File: config.mk
export PLATFORM = sky130hd
export DESIGN_NAME = fetch_stage
export DESIGN_NICKNAME = d
export VERILOG_FILES = /design/src/rtl/rv32i_pkg.sv /design/src/rtl/fetch_stage_ifid_reg.sv /design/src/rtl/fetch_stage.sv
export SDC_FILE = /design/constraint.sdc
export NUM_CORES = 1
export LEC_CHECK = 0
export CORE_UTILIZATION = 49
export DETAILED_ROUTE_END_ITERATION = 8
export PLACE_DENSITY = 0.84
export SYNTH_ARGS = -nofsm -noshare
export SYNTH_HDL_FRONTEND = slang
export SYNTH_SLANG_ARGS = --single-unit
File: constraint.sdc
create_clock -name clk -period 2.8 [get_ports clk]
set_input_delay 0.84 -clock clk [delete_from_list [all_inputs] [get_ports clk]]
set_output_delay 0.84 -clock clk [all_outputs]
set_load 0.005 [all_outputs]
File: src/rtl/rv32i_pkg.sv
// Shared RV32I definitions: bubble encoding, base opcodes and the fetch FSM states.
package rv32i_pkg;

    localparam logic [31:0] NOP_INSTR = 32'h0000_0013;

    localparam logic [6:0] OP_R      = 7'b0110011;
    localparam logic [6:0] OP_I      = 7'b0010011;
    localparam logic [6:0] OP_LOAD   = 7'b0000011;
    localparam logic [6:0] OP_STORE  = 7'b0100011;
    localparam logic [6:0] OP_BRANCH = 7'b1100011;
    localparam logic [6:0] OP_JAL    = 7'b1101111;
    localparam logic [6:0] OP_LUI    = 7'b0110111;
    localparam logic [6:0] OP_AUIPC  = 7'b0010111;

    typedef enum logic [1:0] {
        S_REQ,
        S_WAIT,
        S_KILL,
        S_HOLD
    } fetch_state_t;

endpackage

File: src/rtl/fetch_stage_ifid_reg.sv
// Pipeline register with flush > stall-hold > load > bubble priority (IF/ID, reused for ID/EX).
// FETCH_FAULT_EN adds a fault bit that travels with the instruction.
module ifid_reg #(
    parameter int unsigned XLEN      = 32,
    parameter logic [31:0] NOP_INSTR = rv32i_pkg::NOP_INSTR
) (
    input  logic            clk,
    input  logic            rst_n,
    input  logic            flush_i,
    input  logic            stall_i,
    input  logic            load_i,
    input  logic [XLEN-1:0] pc_i,
    input  logic [31:0]     instr_i,
`ifdef FETCH_FAULT_EN
    input  logic            fault_i,
    output logic            fault_o,
`endif
    output logic            valid_o,
    output logic [XLEN-1:0] pc_o,
    output logic [XLEN-1:0] pc_plus4_o,
    output logic [31:0]     instr_o
);

    logic            valid_q, valid_d;
    logic [XLEN-1:0] pc_q, pc_d;
    logic [31:0]     instr_q, instr_d;
`ifdef FETCH_FAULT_EN
    logic            fault_q, fault_d;
`endif

    // A stall only freezes a real instruction; an empty register keeps accepting new work.
    always_comb begin
        valid_d = valid_q;
        pc_d    = pc_q;
        instr_d = instr_q;
`ifdef FETCH_FAULT_EN
        fault_d = fault_q;
`endif
        if (flush_i) begin
            valid_d = 1'b0;
            instr_d = NOP_INSTR;
`ifdef FETCH_FAULT_EN
            fault_d = 1'b0;
`endif
        end else if (!(stall_i && valid_q)) begin
            if (load_i) begin
                valid_d = 1'b1;
                pc_d    = pc_i;
                instr_d = instr_i;
`ifdef FETCH_FAULT_EN
                fault_d = fault_i;
`endif
            end else begin
                valid_d = 1'b0;
                instr_d = NOP_INSTR;
`ifdef FETCH_FAULT_EN
                fault_d = 1'b0;
`endif
            end
        end
    end

    always_ff @(posedge clk or negedge rst_n) begin
        if (!rst_n) begin
            valid_q <= 1'b0;
            pc_q    <= '0;
            instr_q <= NOP_INSTR;
`ifdef FETCH_FAULT_EN
            fault_q <= 1'b0;
`endif
        end else begin
            valid_q <= valid_d;
            pc_q    <= pc_d;
            instr_q <= instr_d;
`ifdef FETCH_FAULT_EN
            fault_q <= fault_d;
`endif
        end
    end

    assign valid_o    = valid_q;
    assign pc_o       = pc_q;
    assign pc_plus4_o = pc_q + XLEN'(4);
    assign instr_o    = instr_q;
`ifdef FETCH_FAULT_EN
    assign fault_o    = fault_q;
`endif

endmodule

File: src/rtl/fetch_stage.sv
// RV32I fetch stage: PC, single-outstanding req/gnt/rvalid fetch, skid buffer and IF/ID register.
// Define FETCH_FAULT_EN to add imem_rerr / ifid_fault bus-error reporting.
module fetch_stage #(
    parameter int unsigned     XLEN      = 32,
    parameter logic [XLEN-1:0] RESET_PC  = '0,
    parameter logic [31:0]     NOP_INSTR = rv32i_pkg::NOP_INSTR
) (
    input  logic            clk,
    input  logic            rst_n,
    output logic            imem_req,
    output logic [XLEN-1:0] imem_addr,
    input  logic            imem_gnt,
    input  logic            imem_rvalid,
    input  logic [31:0]     imem_rdata,
`ifdef FETCH_FAULT_EN
    input  logic            imem_rerr,
    output logic            ifid_fault,
`endif
    input  logic            stall,
    input  logic            redirect,
    input  logic [XLEN-1:0] redirect_pc,
    output logic            ifid_valid,
    output logic [XLEN-1:0] ifid_pc,
    output logic [XLEN-1:0] ifid_pc_plus4,
    output logic [31:0]     ifid_instr
);
    import rv32i_pkg::*;

    localparam logic [XLEN-1:0] ALIGN_MASK = ~XLEN'(3);

    fetch_state_t    state_q, state_d;
    logic [XLEN-1:0] pc_q, pc_d;
    logic [XLEN-1:0] fetch_pc_q, fetch_pc_d;
    logic [31:0]     skid_instr_q, skid_instr_d;
    logic [XLEN-1:0] redirect_tgt;
    logic [31:0]     rx_instr;
    logic            load;
    logic [31:0]     load_instr;
`ifdef FETCH_FAULT_EN
    logic            skid_fault_q, skid_fault_d;
    logic            load_fault;
    assign rx_instr = imem_rerr ? NOP_INSTR : imem_rdata;
`else
    assign rx_instr = imem_rdata;
`endif

    assign redirect_tgt = redirect_pc & ALIGN_MASK;
    assign imem_addr    = pc_q & ALIGN_MASK;

    // Fetch FSM: the request is withheld during reset and on any redirect cycle.
    always_comb begin
        state_d      = state_q;
        pc_d         = pc_q;
        fetch_pc_d   = fetch_pc_q;
        skid_instr_d = skid_instr_q;
        imem_req     = 1'b0;
        load         = 1'b0;
        load_instr   = rx_instr;
`ifdef FETCH_FAULT_EN
        skid_fault_d = skid_fault_q;
        load_fault   = imem_rerr;
`endif
        case (state_q)
            S_REQ: begin
                imem_req = !redirect && rst_n;
                if (redirect) begin
                    pc_d = redirect_tgt;
                end else if (imem_gnt) begin
                    fetch_pc_d = pc_q & ALIGN_MASK;
                    pc_d       = pc_q + XLEN'(4);
                    state_d    = S_WAIT;
                end
            end
            S_WAIT: begin
                if (redirect) begin
                    pc_d    = redirect_tgt;
                    state_d = imem_rvalid ? S_REQ : S_KILL;
                end else if (imem_rvalid) begin
                    if (stall && ifid_valid) begin
                        skid_instr_d = rx_instr;
`ifdef FETCH_FAULT_EN
                        skid_fault_d = imem_rerr;
`endif
                        state_d = S_HOLD;
                    end else begin
                        load    = 1'b1;
                        state_d = S_REQ;
                    end
                end
            end
            S_KILL: begin
                if (redirect) begin
                    pc_d = redirect_tgt;
                end
                if (imem_rvalid) begin
                    state_d = S_REQ;
                end
            end
            S_HOLD: begin
                load_instr = skid_instr_q;
`ifdef FETCH_FAULT_EN
                load_fault = skid_fault_q;
`endif
                if (redirect) begin
                    pc_d    = redirect_tgt;
                    state_d = S_REQ;
                end else if (!stall) begin
                    load    = 1'b1;
                    state_d = S_REQ;
                end
            end
            default: state_d = S_REQ;
        endcase
    end

    always_ff @(posedge clk or negedge rst_n) begin
        if (!rst_n) begin
            state_q      <= S_REQ;
            pc_q         <= RESET_PC;
            fetch_pc_q   <= '0;
            skid_instr_q <= NOP_INSTR;
`ifdef FETCH_FAULT_EN
            skid_fault_q <= 1'b0;
`endif
        end else begin
            state_q      <= state_d;
            pc_q         <= pc_d;
            fetch_pc_q   <= fetch_pc_d;
            skid_instr_q <= skid_instr_d;
`ifdef FETCH_FAULT_EN
            skid_fault_q <= skid_fault_d;
`endif
        end
    end

    ifid_reg #(
        .XLEN      (XLEN),
        .NOP_INSTR (NOP_INSTR)
    ) u_ifid (
        .clk        (clk),
        .rst_n      (rst_n),
        .flush_i    (redirect),
        .stall_i    (stall),
        .load_i     (load),
        .pc_i       (fetch_pc_q),
        .instr_i    (load_instr),
`ifdef FETCH_FAULT_EN
        .fault_i    (load_fault),
        .fault_o    (ifid_fault),
`endif
        .valid_o    (ifid_valid),
        .pc_o       (ifid_pc),
        .pc_plus4_o (ifid_pc_plus4),
        .instr_o    (ifid_instr)
    );

endmodule

==> results of run 1 <==
==> worst max-delay path, cell delays in order, from the launching register on <==
cell,delay (ps)
dfrtp_1,380
nand4_1,210
buf_4,230
nor4_4,330
buf_4,180
buf_4,100
buf_6,110
nand3_2,100
xnor2_2,140
buf_2,150
==> registers in the layout, indices dropped and copies added, names as in the netlist <==
name and flops:
state_q 2, u_ifid.pc_o 30, u_ifid.instr_o 32, skid_instr_q 32
pc_q 30, fetch_pc_q 30, u_ifid.valid_o 1
==> timing repair <==
| action | in CTS | in global routing |
|---|---|---|
| pin swaps | 21 | 22 |
| buffers inserted | 13 | 12 |
| resized for setup | 119 | 40 |
| setup endpoints to repair | 25 | 26 |
| endpoints found under the hold margin | 0 | 0 |
| hold buffers | 0 | 0 |
==> kinds of logic after synthesis <==
group                      after synthesis  share of synthesized area
buffers and inverters                   45                     0.0296
other                                    1                   0.000504
xor gates and xnor gates                49                     0.0577
AOI/OAI and AO/OA                       78                     0.0602
muxes                                  127                      0.187
adders and majority gates                2                    0.00336
and+or+nand+nor                        185                      0.133
DFF                                    157                      0.529
==> cell type report <==
cell class | instances | area share
well taps | 184 | 0.0211
repair buffers | 261 | 0.223
flip-flops and latches | 157 | 0.360
multi-input cells | 447 | 0.332
clock inverters | 13 | 0.0192
clock buffers | 19 | 0.0414
inverters | 8 | 0.00275
==> through the flow <==
step	area [um^2]	TNS, ps	hold slack (ps)	utilization
floorplan	7460	0	473	-
global placement	9860	-861	464	0.671
detailed placement	9860	-1970	471	0.671
CTS	10700	-1860	487	0.729
global route	10900	-6570	520	0.744
finish	10900	-5350	486	0.744
==> layer usage <==
layer,vias to the layer above,part of all wire
li1,2765,-
met1,3072,0.39
met3,65,0.050
met4,0,0.045
met2,251,0.52
met5,-,0
==> power by group through the flow <==
stage | sequential [mW] | combinational (mW) | clock, mW
after CTS | 3.59 | 3.22 | 2.59
after floorplan | 3.53 | 1.36 | 0
after detailed placement | 3.60 | 3.25 | 0
after global routing | 3.74 | 3.57 | 2.68
final | 3.66 | 3.35 | 2.56
after global placement | 3.53 | 3.11 | 0
==> final timing paths <==
path,depth (start not counted),slack [ps],startpoint,endpoint
max reg2reg,7,610,state_q[0],pc_q[25]
min reg2reg,2,490,u_ifid.instr_o[11],u_ifid.instr_o[11]
max,9,-400,u_ifid.pc_o[6],ifid_pc_plus4[16]
min,2,490,u_ifid.instr_o[11],u_ifid.instr_o[11]
min in group asynchronous,2,530,rst_n,pc_q[24]
max in group asynchronous,2,1600,rst_n,fetch_pc_q[11]
==> synth_stat cells, types with 3 or more instances <==
library cell | count | area, um^2
nand2_1 | 77 | 289
o21ai_0 | 48 | 240
nand3_1 | 24 | 120
a311oi_1 | 4 | 35.0
a21oi_1 | 6 | 30.0
xnor2_1 | 28 | 245
buf_4 | 9 | 67.6
o22a_1 | 3 | 26.3
dfrtp_1 | 151 | 3780
buf_2 | 8 | 40.0
nor2_1 | 20 | 75.1
xor2_1 | 21 | 184
mux2i_1 | 30 | 300
mux2_2 | 97 | 1090
nor4_2 | 4 | 50.1
clkbuf_1 | 17 | 63.8
and4_1 | 4 | 35.0
inv_1 | 7 | 26.3
nor4_1 | 4 | 25.0
dfstp_2 | 6 | 158
nand4_1 | 14 | 87.6
and3_1 | 10 | 62.6
nor3_1 | 6 | 30.0
o21ai_1 | 6 | 30.0
and2_1 | 4 | 25.0
==> impl_metrics.json, run 1 <==
{
  "status": "finished, violations left",
  "violations": "design-rule violations, negative setup slack",
  "numCtsBuffers": 17,
  "gr-usage-met1": 0.329,
  "antenna_found_initial": 0,
  "use_met3": 0.0522,
  "pre_cts_ws_ps": -226,
  "p_clk_frac": 0.268,
  "n_fill_cell": 930,
  "placed_cells": 1037,
  "die_h_um": 125,
  "core_um2": 14700,
  "skew_ps": 8.02,
  "final_nets": 964,
  "async_flop_share": 1.00,
  "relSlewSlack": 0.431,
  "setup_ws_ps": -397,
  "drt_wl_total_mm": 21.7,
  "vias": 6153,
  "cts.clk_slew.worst_paths_ps": 60,
  "htreeDepth": 4,
  "syn2layout_area_growth_pct": 46.9,
  "tightestPinTransition_ps": 854,
  "clk_latency_ps": 430,
  "boundaryPins": 200,
  "grt_pass1_wl_mm": 33.7,
  "syn_avg_cell_area_um2": 11.6,
  "synth.cell_area_um2": 7440,
  "vias_per_cell": 5.65,
  "dp_hpwl_mm": 14.3,
  "cts_tree": "done",
  "final_common_cell": "clkdlybuf4s50_1",
  "drtPass1Iterations": 7,
  "yosys_warnings": 0,
  "hold_violations": 0,
  "finalSetupViolations": 22,
  "hold_path.class": "flip-flop to flip-flop",
  "port_buffers": 191,
  "register_area_um2": 3940,
  "start_util": 0.506,
  "max-cap-violations": 0,
  "drcViolationCount": 26,
  "diodes": 0,
  "track_usage": 0.278,
  "crit_fanout": 3,
  "routedWlPerCell_um": 19.9,
  "instances_no_fill": 1089,
  "p_sw_mw": 2.93,
  "yosys_most_used_dff": "dfrtp_1",
  "drive_above_1_share": 0.313,
  "crit_arrival_ps": 2360,
  "die_area_um2": 15700,
  "place.gp.congestion": 0.851,
  "ctsRootBufferMaster": "clkbuf_16",
  "yosys_register_bits": 157,
  "grt_max_degree": 158,
  "endpoint_kind": "output port",
  "pwr_density_cell_nw_per_um2": 876,
  "pwr-share-comb": 0.350,
  "final_antenna_net_count": 0,
  "p_int_mw": 6.64,
  "finalCritPeriodShare": 1.14,
  "synthCells": 644,
  "die_w_um": 125,
  "grt_pass1_vias": 6346,
  "p_sw_frac": 0.306,
  "mostFrequentLayoutCells": "clkdlybuf4s50_1, dfrtp_1, mux2_2, nand2_1, buf_4",
  "busiest_layer": "met2",
  "seqPwrFrac": 0.382,
  "rows": 44,
  "total_power_mw": 9.57,
  "drv_slew": 0,
  "max-clock-path-buffers": 2,
  "ys_types": 53,
  "worstSetupPathType": "flip-flop to output port",
  "grt_util_met2": 0.481,
  "ys_seq_area_frac": 0.529,
  "fmax_mhz": 313,
  "multi_input_area_um2": 3630,
  "cp.required_ps": 1960,
  "leakage_nw": 4.95,
  "rsz0062_at_grt": "true",
  "ir_drop_uv": 479,
  "fin_crit_ps": 3200,
  "start_kind": "flip-flop",
  "detail_route.iter0.violations": 453,
  "cts.sinks": 157,
  "synth_edf_count": 0,
  "overflow": 0
}
No activity file was read; power rests on OpenSTA's default activity.
==> run 2, diff against run 1 <==
Settings changed: CORE_MARGIN set to 2.
==> run 2 against run 1 <==
  * The run ends with negative setup slack left
  * Setup slack improved by 250 ps
  * First-iteration DRC count rose by 13%
  * Sequential share of layout area rose by 0.64 points
  * Highest routed layer unchanged
==> impl_metrics.json, run 2 (same netlist as run 1, synthesis figures left out) <==
{
  "status": "finished, violations left",
  "violations": "negative setup slack",
  "final_antenna_net_count": 0,
  "place.gp.congestion": 0.857,
  "seqPwrFrac": 0.399,
  "ctsRootBufferMaster": "clkbuf_16",
  "die_w_um": 127,
  "pre_cts_ws_ps": -103,
  "rr_worst_depth": 5,
  "max-clock-path-buffers": 2,
  "total_power_mw": 9.03,
  "boundaryPins": 200,
  "leakage_nw": 4.84,
  "pwr-share-comb": 0.362,
  "p_clk_frac": 0.239,
  "core_um2": 15000,
  "die_area_um2": 16200,
  "overflow": 0,
  "cp.depth": 6,
  "cp.required_ps": 1960,
  "drcViolationCount": 0,
  "worstSetupPathType": "flip-flop to output port",
  "final_nets": 961,
  "slowest_delay_ps": 510,
  "relSlewSlack": 0.451,
  "pwr_density_cell_nw_per_um2": 841,
  "tightestPinTransition_ps": 824,
  "drtPass1Iterations": 4,
  "ir_drop_uv": 478,
  "htreeDepth": 4,
  "endpoint_kind": "output port",
  "fmax_mhz": 340,
  "track_usage": 0.252,
  "finalSetupViolations": 14,
  "cts.clk_slew.worst_paths_ps": 60,
  "numCtsBuffers": 17,
  "drive_above_1_share": 0.300,
  "grt_pass1_wl_mm": 31.7,
  "mostFrequentLayoutCells": "clkdlybuf4s50_1, dfrtp_1, mux2_2, nand2_1",
  "cp_top_family": "buffers and inverters",
  "hold_depth": 2,
  "routedWlPerCell_um": 18.5,
  "final_common_cell": "clkdlybuf4s50_1",
  "finalSetupTns_ps": -1190,
  "drt_wl_total_mm": 20.1,
  "start_kind": "flip-flop",
  "rsz0062_at_grt": "true",
  "p_sw_frac": 0.309,
  "crit_chain": "ha_2 -> nand2_4 -> buf_4 -> nor3_1 -> xor2_1 -> clkdlybuf4s50_1",
  "rows": 45,
  "cp_slowest_cell": "clkdlybuf4s50_1",
  "detail_route.iter0.violations": 512,
  "vias_per_cell": 5.46,
  "hold_slack_ps": 478,
  "diodes": 0,
  "setup_ws_ps": -145,
  "cts_tree": "done",
  "worst-path-buf-inv": 2,
  "antenna_found_initial": 0,
  "p_sw_mw": 2.79,
  "p_int_mw": 6.24,
  "crit_arrival_ps": 2100,
  "hold_violations": 0,
  "ctsHoldBuffers": 0,
  "crit_fanout": 3,
  "fin_crit_ps": 2940,
  "grt_max_degree": 158,
  "syn2layout_area_growth_pct": 44.3,
  "skew_ps": 5.97,
  "dp_hpwl_mm": 13.7,
  "start_util": 0.495,
  "finalCritPeriodShare": 1.05,
  "cts.sinks": 157,
  "vias": 5956,
  "drv_slew": 0,
  "die_h_um": 127,
  "max-cap-violations": 0,
  "port_buffers": 191,
  "clk_latency_ps": 420,
  "grt_pass1_vias": 5992,
  "hold_path.class": "flip-flop to flip-flop"
}
-- run 2: changes by cell type in the layout (fill, tap and decap cells not counted), moves of 3 or more --
cell and delta:
xnor2_2 -3, clkdlybuf4s50_1 +4, xnor2_1 +3, buf_4 -4, bufinv_16 -4, buf_2 -3
-- run 2: layout make-up --
| cell class | instances | area, um^2 |
|---|---|---|
| Inverter | 8 | 30.0 |
| Fill cell | 1068 | 4300 |
| Timing Repair Buffer | 258 | 2430 |
| Clock inverter | 13 | 115 |
| Clock buffer | 19 | 443 |
| Multi-Input combinational cell | 447 | 3540 |
| Sequential cell | 157 | 3940 |
| Tap cell | 188 | 235 |
-- run 2: through the flow --
stage	instance area [um^2]	util	std cells
after global placement	9920	0.660	1046
after CTS	10600	0.705	1084
final	10700	0.714	1090
after detailed placement	9920	0.660	1046
after global routing	10700	0.714	1090
after floorplan	7460	-	649
-- run 2: layer usage --
layer  vias up  GRT usage  part of all wire
met4         0     0.0963             0.022
met2       190      0.422              0.51
met3        32     0.0515             0.059
met5         -          0                 0
met1      2975      0.325              0.41
li1       2759          -                 -
-- run 2: power groups by stage --
stage / Clock, mW / Combinational [mW] / Sequential [mW]
after floorplan: 0 / 1.36 / 3.53
after CTS: 2.20 / 3.23 / 3.57
after global placement: 0 / 3.20 / 3.53
final: 2.16 / 3.27 / 3.60
after global routing: 2.30 / 3.53 / 3.69
after detailed placement: 0 / 3.29 / 3.58
-- run 2: final timing paths --
kind | from | endpoint | slack [ps]
worst min register to register | u_ifid.instr_o[17] | u_ifid.instr_o[17] | 480
max in group asynchronous | rst_n | skid_instr_q[26] | 1620
worst max register to register | state_q[0] | pc_q[27] | 660
min in group asynchronous | rst_n | u_ifid.pc_o[16] | 570
worst max-delay path | u_ifid.pc_o[3] | ifid_pc_plus4[12] | -140
worst min-delay path | u_ifid.instr_o[17] | u_ifid.instr_o[17] | 480
-- run 2: worst reg2reg max path, cell delays in order (launching register included) --
cell	delay [ps]
dfrtp_2	490
or3b_2	620
nor4_4	350
nand4_1	140
xnor2_1	150
mux2_2	270
-- run 2: repair_timing --
item                                    CTS  global route
pin swaps                                14            25
resized for setup                        78            61
setup buffers                             6             8
endpoints found under the setup margin   24            22
==> run 3, diff against run 2 <==
Settings changed: ABC_AREA set to 1, CORE_UTILIZATION 49 to 50, PLACE_DENSITY 0.84 to 0.83.
==> run 3 against run 2 <==
  * Critical path type unchanged
  * Clock power barely moved
  * The flow still finishes with violations (negative setup slack)
  * Setup slack worse by 77 ps
  * Largest power group is now combinational logic
  * Wire length grew 26%
  * Utilization rose by 0.33 points
  * Sequential cell count unchanged
  * First-iteration DRC count up 32%
  * Power is 10% higher
  * Final area up 9.6%
==> impl_metrics.json, run 3 <==
{
  "dp_hpwl_mm": 17.1,
  "ys_types": 37,
  "finalCritPeriodShare": 1.08,
  "synthMuxAreaShare": 0.0122,
  "crit_arrival_ps": 2180,
  "pre_cts_ws_ps": -29.2,
  "clk_latency_ps": 430,
  "drv_slew": 0,
  "postLayoutCellArea_um2": 11800,
  "total_power_mw": 9.95,
  "pwr_density_cell_nw_per_um2": 845,
  "final_antenna_net_count": 0,
  "hold_path.class": "flip-flop to flip-flop",
  "detail_route.iter0.violations": 674,
  "multi_input_area_um2": 4030,
  "final_common_cell": "nand2_1",
  "synth.cell_area_um2": 8310,
  "rr_worst_depth": 8,
  "skew_ps": 7.83,
  "violations": "negative setup slack",
  "drt_wl_total_mm": 25.5,
  "die_h_um": 133,
  "numCtsBuffers": 17,
  "tightestPinTransition_ps": 867,
  "busiest_layer": "met2",
  "placed_cell_area_um2": 10500,
  "ys_seq_area_frac": 0.474,
  "yosysTopAreaCellShare": 0.455,
  "synth_area_leader_cell": "dfrtp_1",
  "mostFrequentLayoutCells": "nand2_1, clkdlybuf4s50_1, dfrtp_1, nor2_1, o21ai_0",
  "synth_top_family_by_area": "simple AND/OR/NAND/NOR gates",
  "synth_common_cells": "nand2_1, dfrtp_1, nor2_1, inv_1, o21ai_0",
  "register_area_um2": 3950,
  "drive_above_1_share": 0.186,
  "place.gp.congestion": 0.924,
  "routedWlPerCell_um": 16.1,
  "endpoint_kind": "output port",
  "synth_fa_ha_area_frac": 0.00301,
  "grt_util_met2": 0.453,
  "rows": 47,
  "synthXorXnorAreaFrac": 0.0253,
  "ir_drop_uv": 462,
  "worstSetupPathType": "flip-flop to output port",
  "cts.clk_slew.worst_paths_ps": 60,
  "crit_fanout": 4,
  "htreeDepth": 4,
  "hold_violations": 0,
  "drcViolationCount": 0,
  "grt_max_degree": 158,
  "grt_pass1_wl_mm": 39.9,
  "vias_per_cell": 5.30,
  "synthCells": 1094,
  "synth.most_common_cell": "nand2_1",
  "finalSetupViolations": 10,
  "hold_depth": 2,
  "cp.required_ps": 1960,
  "status": "finished, violations left",
  "track_usage": 0.284,
  "syn_avg_cell_area_um2": 7.59,
  "leakage_nw": 5.48,
  "use_met3": 0.0567,
  "grt_pass1_vias": 7877,
  "hold_slack_ps": 470,
  "timing.rr.start": "pc_q[3]",
  "die_area_um2": 17700,
  "antenna_found_initial": 0,
  "drtPass1Iterations": 5,
  "r2r_slack_ps": 990,
  "final_nets": 1416,
  "n_fill_cell": 1240,
  "cts.sinks": 157,
  "ys_top_cells_by_area": "dfrtp_1, nand2_1, o21ai_0, nor2_1, inv_1",
  "diodes": 0,
  "async_flop_share": 1.00,
  "die_w_um": 133,
  "start_util": 0.506,
  "reg2reg_to": "pc_q[20]",
  "fin_crit_ps": 3020,
  "start_kind": "flip-flop",
  "vias": 8352,
  "rsz0062_at_grt": "true",
  "max-cap-violations": 0,
  "synth_edf_count": 0,
  "ctsRootBufferMaster": "clkbuf_16",
  "min_to": "u_ifid.pc_o[21]",
  "yosys.area_share.simple": 0.277,
  "cts_tree": "done",
  "fmax_mhz": 331,
  "syn2layout_area_growth_pct": 41.7,
  "ctsHoldBuffers": 0,
  "boundaryPins": 200,
  "overflow": 0,
  "yosys_most_used_dff": "dfrtp_1",
  "yosys_warnings": 0,
  "max-clock-path-buffers": 2,
  "hp-start": "fetch_pc_q[21]",
  "core_um2": 16400,
  "synth_compound_area_frac": 0.119,
  "setup_ws_ps": -222,
  "port_buffers": 191,
  "yosys_register_bits": 157,
  "relSlewSlack": 0.422,
  "gr-usage-met1": 0.384
}
[run 3: cell types whose count changed after synthesis, sizes merged, moves of 9 or more]
cell / delta
inv: +106
and3: -9
nand3: +27
a21oi: +29
mux2i: -30
xnor2: -28
nor2: +105
nand2: +261
buf: +13
mux2: -88
nor3: +18
o21ai: +85
[run 3: per-layer routing]
layer  part of all wire  wire length [um]  vias up
met5                  0                 0        -
met1               0.42             10700     3930
met2               0.47             12000      376
met4              0.032               808        0
met3              0.074              1900       58
li1                   -                 -     3988
[run 3: where the power goes]
part	switching [mW]	total [mW]	leakage, nW	internal, mW
Combinational	2.15	4.10	3.33	1.95
Sequential	0.690	3.67	1.89	2.98
Clock	0.877	2.17	0.262	1.30
Total	3.72	9.95	5.48	6.23
[run 3: worst max path at each step]
stage / slack, ps / start / cells past startpoint / endpoint
after detailed placement: -30 / u_ifid.pc_o[3] / 7 / ifid_pc_plus4[18]
after CTS: -80 / u_ifid.pc_o[3] / 12 / ifid_pc_plus4[24]
after floorplan: 420 / redirect / 5 / imem_req
after global placement: -20 / redirect / 5 / imem_req
after global routing: -320 / u_ifid.pc_o[16] / 11 / ifid_pc_plus4[24]
final: -220 / u_ifid.pc_o[16] / 11 / ifid_pc_plus4[24]
[run 3: cells by family after synthesis]
logic type / count (synthesis)
other: 1
muxes: 9
AOI/OAI and AO/OA: 185
DFF: 157
and+or+nand+nor: 556
adders and majority gates: 2
xor gates and xnor gates: 24
buffers and inverters: 160
[run 3: cell type report]
| class | instances | area share |
|---|---|---|
| timing repair buffer | 273 | 0.216 |
| multi-input combinational | 782 | 0.343 |
| clock buffer | 27 | 0.0419 |
| sequential | 157 | 0.335 |
| inverter | 113 | 0.0365 |
| clock inverter | 5 | 0.00500 |
| tap | 220 | 0.0234 |
[run 3: critical path, cell delays in order, from the launching register on]
cell and delay [ps]:
dfrtp_1 400, inv_1 150, nor3_4 220, buf_4 140, buf_4 90, buf_4 90
inv_1 60, nor3_2 200, nand2_1 90, nand2_1 110, nand2_1 80, buf_2 130
[run 3: per-stage QoR]
step	util	TNS, ps	std cells
floorplan	-	0	1099
global placement	0.640	-20.3	1496
detailed placement	0.640	-65.8	1496
CTS	0.702	-206	1565
global route	0.717	-2280	1577
finish	0.717	-984	1577
[run 3: what timing repair did]
action / CTS / global route
setup endpoints to repair: 27 / 22
resized for setup: 111 / 74
pin swaps: 24 / 36
setup buffers: 38 / 13
==> RTL change: new RTL, flow settings as in run 2 <==
Build with the macro `FETCH_FAULT_EN` defined.
--- a/src/rtl/fetch_stage_ifid_reg.sv
+++ b/src/rtl/fetch_stage_ifid_reg.sv
@@ -1,4 +1,6 @@
 // Pipeline register with flush > stall-hold > load > bubble priority (IF/ID, reused for ID/EX).
 // FETCH_FAULT_EN adds a fault bit that travels with the instruction.
+`define FETCH_FAULT_EN
+
 module ifid_reg #(
     parameter int unsigned XLEN      = 32,
Ports: changed (added ifid_fault and imem_rerr); port bits go from 200 to 202. The function was not compared with the original's and may differ.
==> RTL change against run 2 <==
- the run still ends with negative setup slack left
- sequential power down 11%
- sequential cell count increased by 2
- cell count up 13%
- hold slack worse by 0.023 ns
- largest cell class unchanged
- cell area up 1.9%
- area after synthesis grew 3.8%
- combinational power down 20%
- total power decreased by 8.5%
- setup slack better by 0.028 ns
- wire length rose by 6.2%
==> RTL change: results (changes against run 2) <==
[placement]
globalplace.congestion = 0.847  ; -1.1%
portBuffers = 193  ; +1.0%
dp_hpwl_microns = 14400  ; +5.4%

[finish]
fill_cells = 1079  ; +1.0%
nets = 1078  ; +12%
final_layout_size_suffix_gt1_share_pct = 22.1  ; -7.9 points

[global_routing]
grt_max_degree = 160  ; +1.3%
grt_usage_pct = 25.9  ; +0.75 points
antenna_found_initial = 1  ; +1
grtUsageMet2_pct = 42.9  ; +0.71 points
grt_pass1_wl_microns = 33700  ; +6.4%
grt_pass1_vias = 6442  ; +7.5%
grtUsageMet3_pct = 4.87  ; -0.28 points
use_met1_pct = 33.2  ; +0.65 points

[sta]
setup_ws_ns = -0.116  ; +0.0282 ns
finClkSkew_ns = 0.00790  ; +0.00193 ns
setup_tns_ns = -0.645  ; +0.549 ns
setup_viol = 15  ; +1
worst_pin_slew_ns = 0.913  ; +0.0889 ns

[clock_network]
cts_made_buffers = 17  ; unchanged
clk_pin_slew_ns = 0.06  ; about the same
cts.htree.levels = 4  ; unchanged
ctsLongestPathBuffers = 2  ; unchanged
clock_latency_ns = 0.43
clock-root-buffer = clkbuf_16

[routing]
first_pass_iters = 5  ; +1
dr.first_iter.drc_count = 504  ; -1.6%
routedWlPerCell_microns = 17.4  ; -5.9%
viasPerCell = 5.48  ; +0.21%

[synth]
synth_compound_area_share_pct = 12.1  ; +6.1 points
synth_commonest_cells = 153 x dfrtp_1, 103 x nand2_1, 82 x o21ai_0, 61 x mux2_2, 53 x nor2_1
yosys-top-cells-area = dfrtp_1 50%, mux2_2 8.9%, o21ai_0 5.3%
synth.distinct_cells = 56  ; +5.7%
synth-xor-area-share_pct = 4.31  ; -1.5 points
synth-seq-area-share_pct = 51.6  ; -1.3 points
synth_fa_ha_area_share_pct = 0.324  ; -0.012 points
asyncSetResetFlopFracSynth_pct = 100  ; unchanged
synth.area.mux_share_pct = 9.28  ; -9.4 points
synth_flop_cell = dfrtp_1
ys_warn_count = 0  ; unchanged

[status]
status = finished, violations left
violations = negative setup slack

[worst_setup_path]
worstPathArrival_ns = 2.08  ; -0.02 ns
crit_fanout = 3  ; unchanged

[hold_path]
min_path_type = in2async

[power_and_ir_drop]
leakage_nw = 4.60  ; -5.0%
ir_worst_vdd_mv = 0.350  ; -27%

[job]
max_cap_violations = 0  ; unchanged

==> RTL change: area by class of cell <==
class | instances | area, sq um | share of cell area [%]
flip-flops and latches | 159 | 3990 | 36.4
multi-input cells | 561 | 3620 | 33.1
repair buffers | 259 | 2410 | 22.1
clock buffers | 18 | 439 | 4.02
well taps | 211 | 264 | 2.41
clock inverters | 14 | 183 | 1.67
inverters | 7 | 26.3 | 0.240
diodes | 1 | 2.50 | 0.0229
==> RTL change: per-layer routing <==
layer | up-vias | part of all wire (%)
met5 | - | 0
met4 | 0 | 3.5
met3 | 53 | 5.1
met2 | 238 | 51
met1 | 3273 | 41
li1 | 3171 | -
==> RTL change: where the power goes <==
| group | leakage, nW | internal [W] | switching, W |
|---|---|---|---|
| Clock | 0.299 | 0.00144 | 0.000982 |
| Combinational | 2.29 | 0.00163 | 0.000991 |
| Sequential | 2.00 | 0.00276 | 0.000452 |
| Total | 4.60 | 0.00583 | 0.00242 |
==> RTL change: worst paths after layout <==
path                                     from                  to  slack, ns  cells after the start
min in group clk           u_ifid.instr_o[12]  u_ifid.instr_o[12]       0.48                      2
max in group asynchronous               rst_n            pc_q[26]       1.59                      2
min reg2reg                u_ifid.instr_o[12]  u_ifid.instr_o[12]       0.48                      2
max                            u_ifid.pc_o[2]   ifid_pc_plus4[27]      -0.12                      8
max reg2reg                        state_q[0]             pc_q[7]       0.75                      8
min                                     rst_n  u_ifid.instr_o[23]       0.45                      2
==> RTL change: what timing repair did <==
action | 4_1_cts | 5_1_grt
setup buffers | 10 | 3
endpoints found under the setup margin | 25 | 23
cloned | 0 | 0
resized for setup | 76 | 29
hold buffers | 0 | 0
pin swaps | 24 | 21
==> RTL change: worst max-delay path, cell delays in order (launching register included) <==
cell and delay, ns:
dfrtp_1 0.39, nand3_2 0.11, nand4bb_4 0.28, nor3b_2 0.20
buf_4 0.15, buf_6 0.11, nand4_1 0.11, xnor2_1 0.17
clkbuf_2 0.13
==> RTL change: stage by stage <==
stage               hold slack, ns  cell area (sq um)  instances  setup WS, ns
CTS                          0.486              10900       1226        -0.184
finish                       0.455              10900       1230        -0.116
global placement             0.461              10200       1184        -0.223
detailed placement           0.471              10200       1184        -0.203
floorplan                    0.450               7740        775         0.413
global route                 0.504              10900       1230        -0.251
==> RTL change: logic make-up (layout without fill, tap and decap cells) <==
logic type	count (synthesis)	in the layout
muxes	64	64
buffers and inverters	55	298
xor gates and xnor gates	38	38
other	1	7
DFF	159	159
and+or+nand+nor	282	282
adders and majority gates	2	2
AOI/OAI and AO/OA	169	169
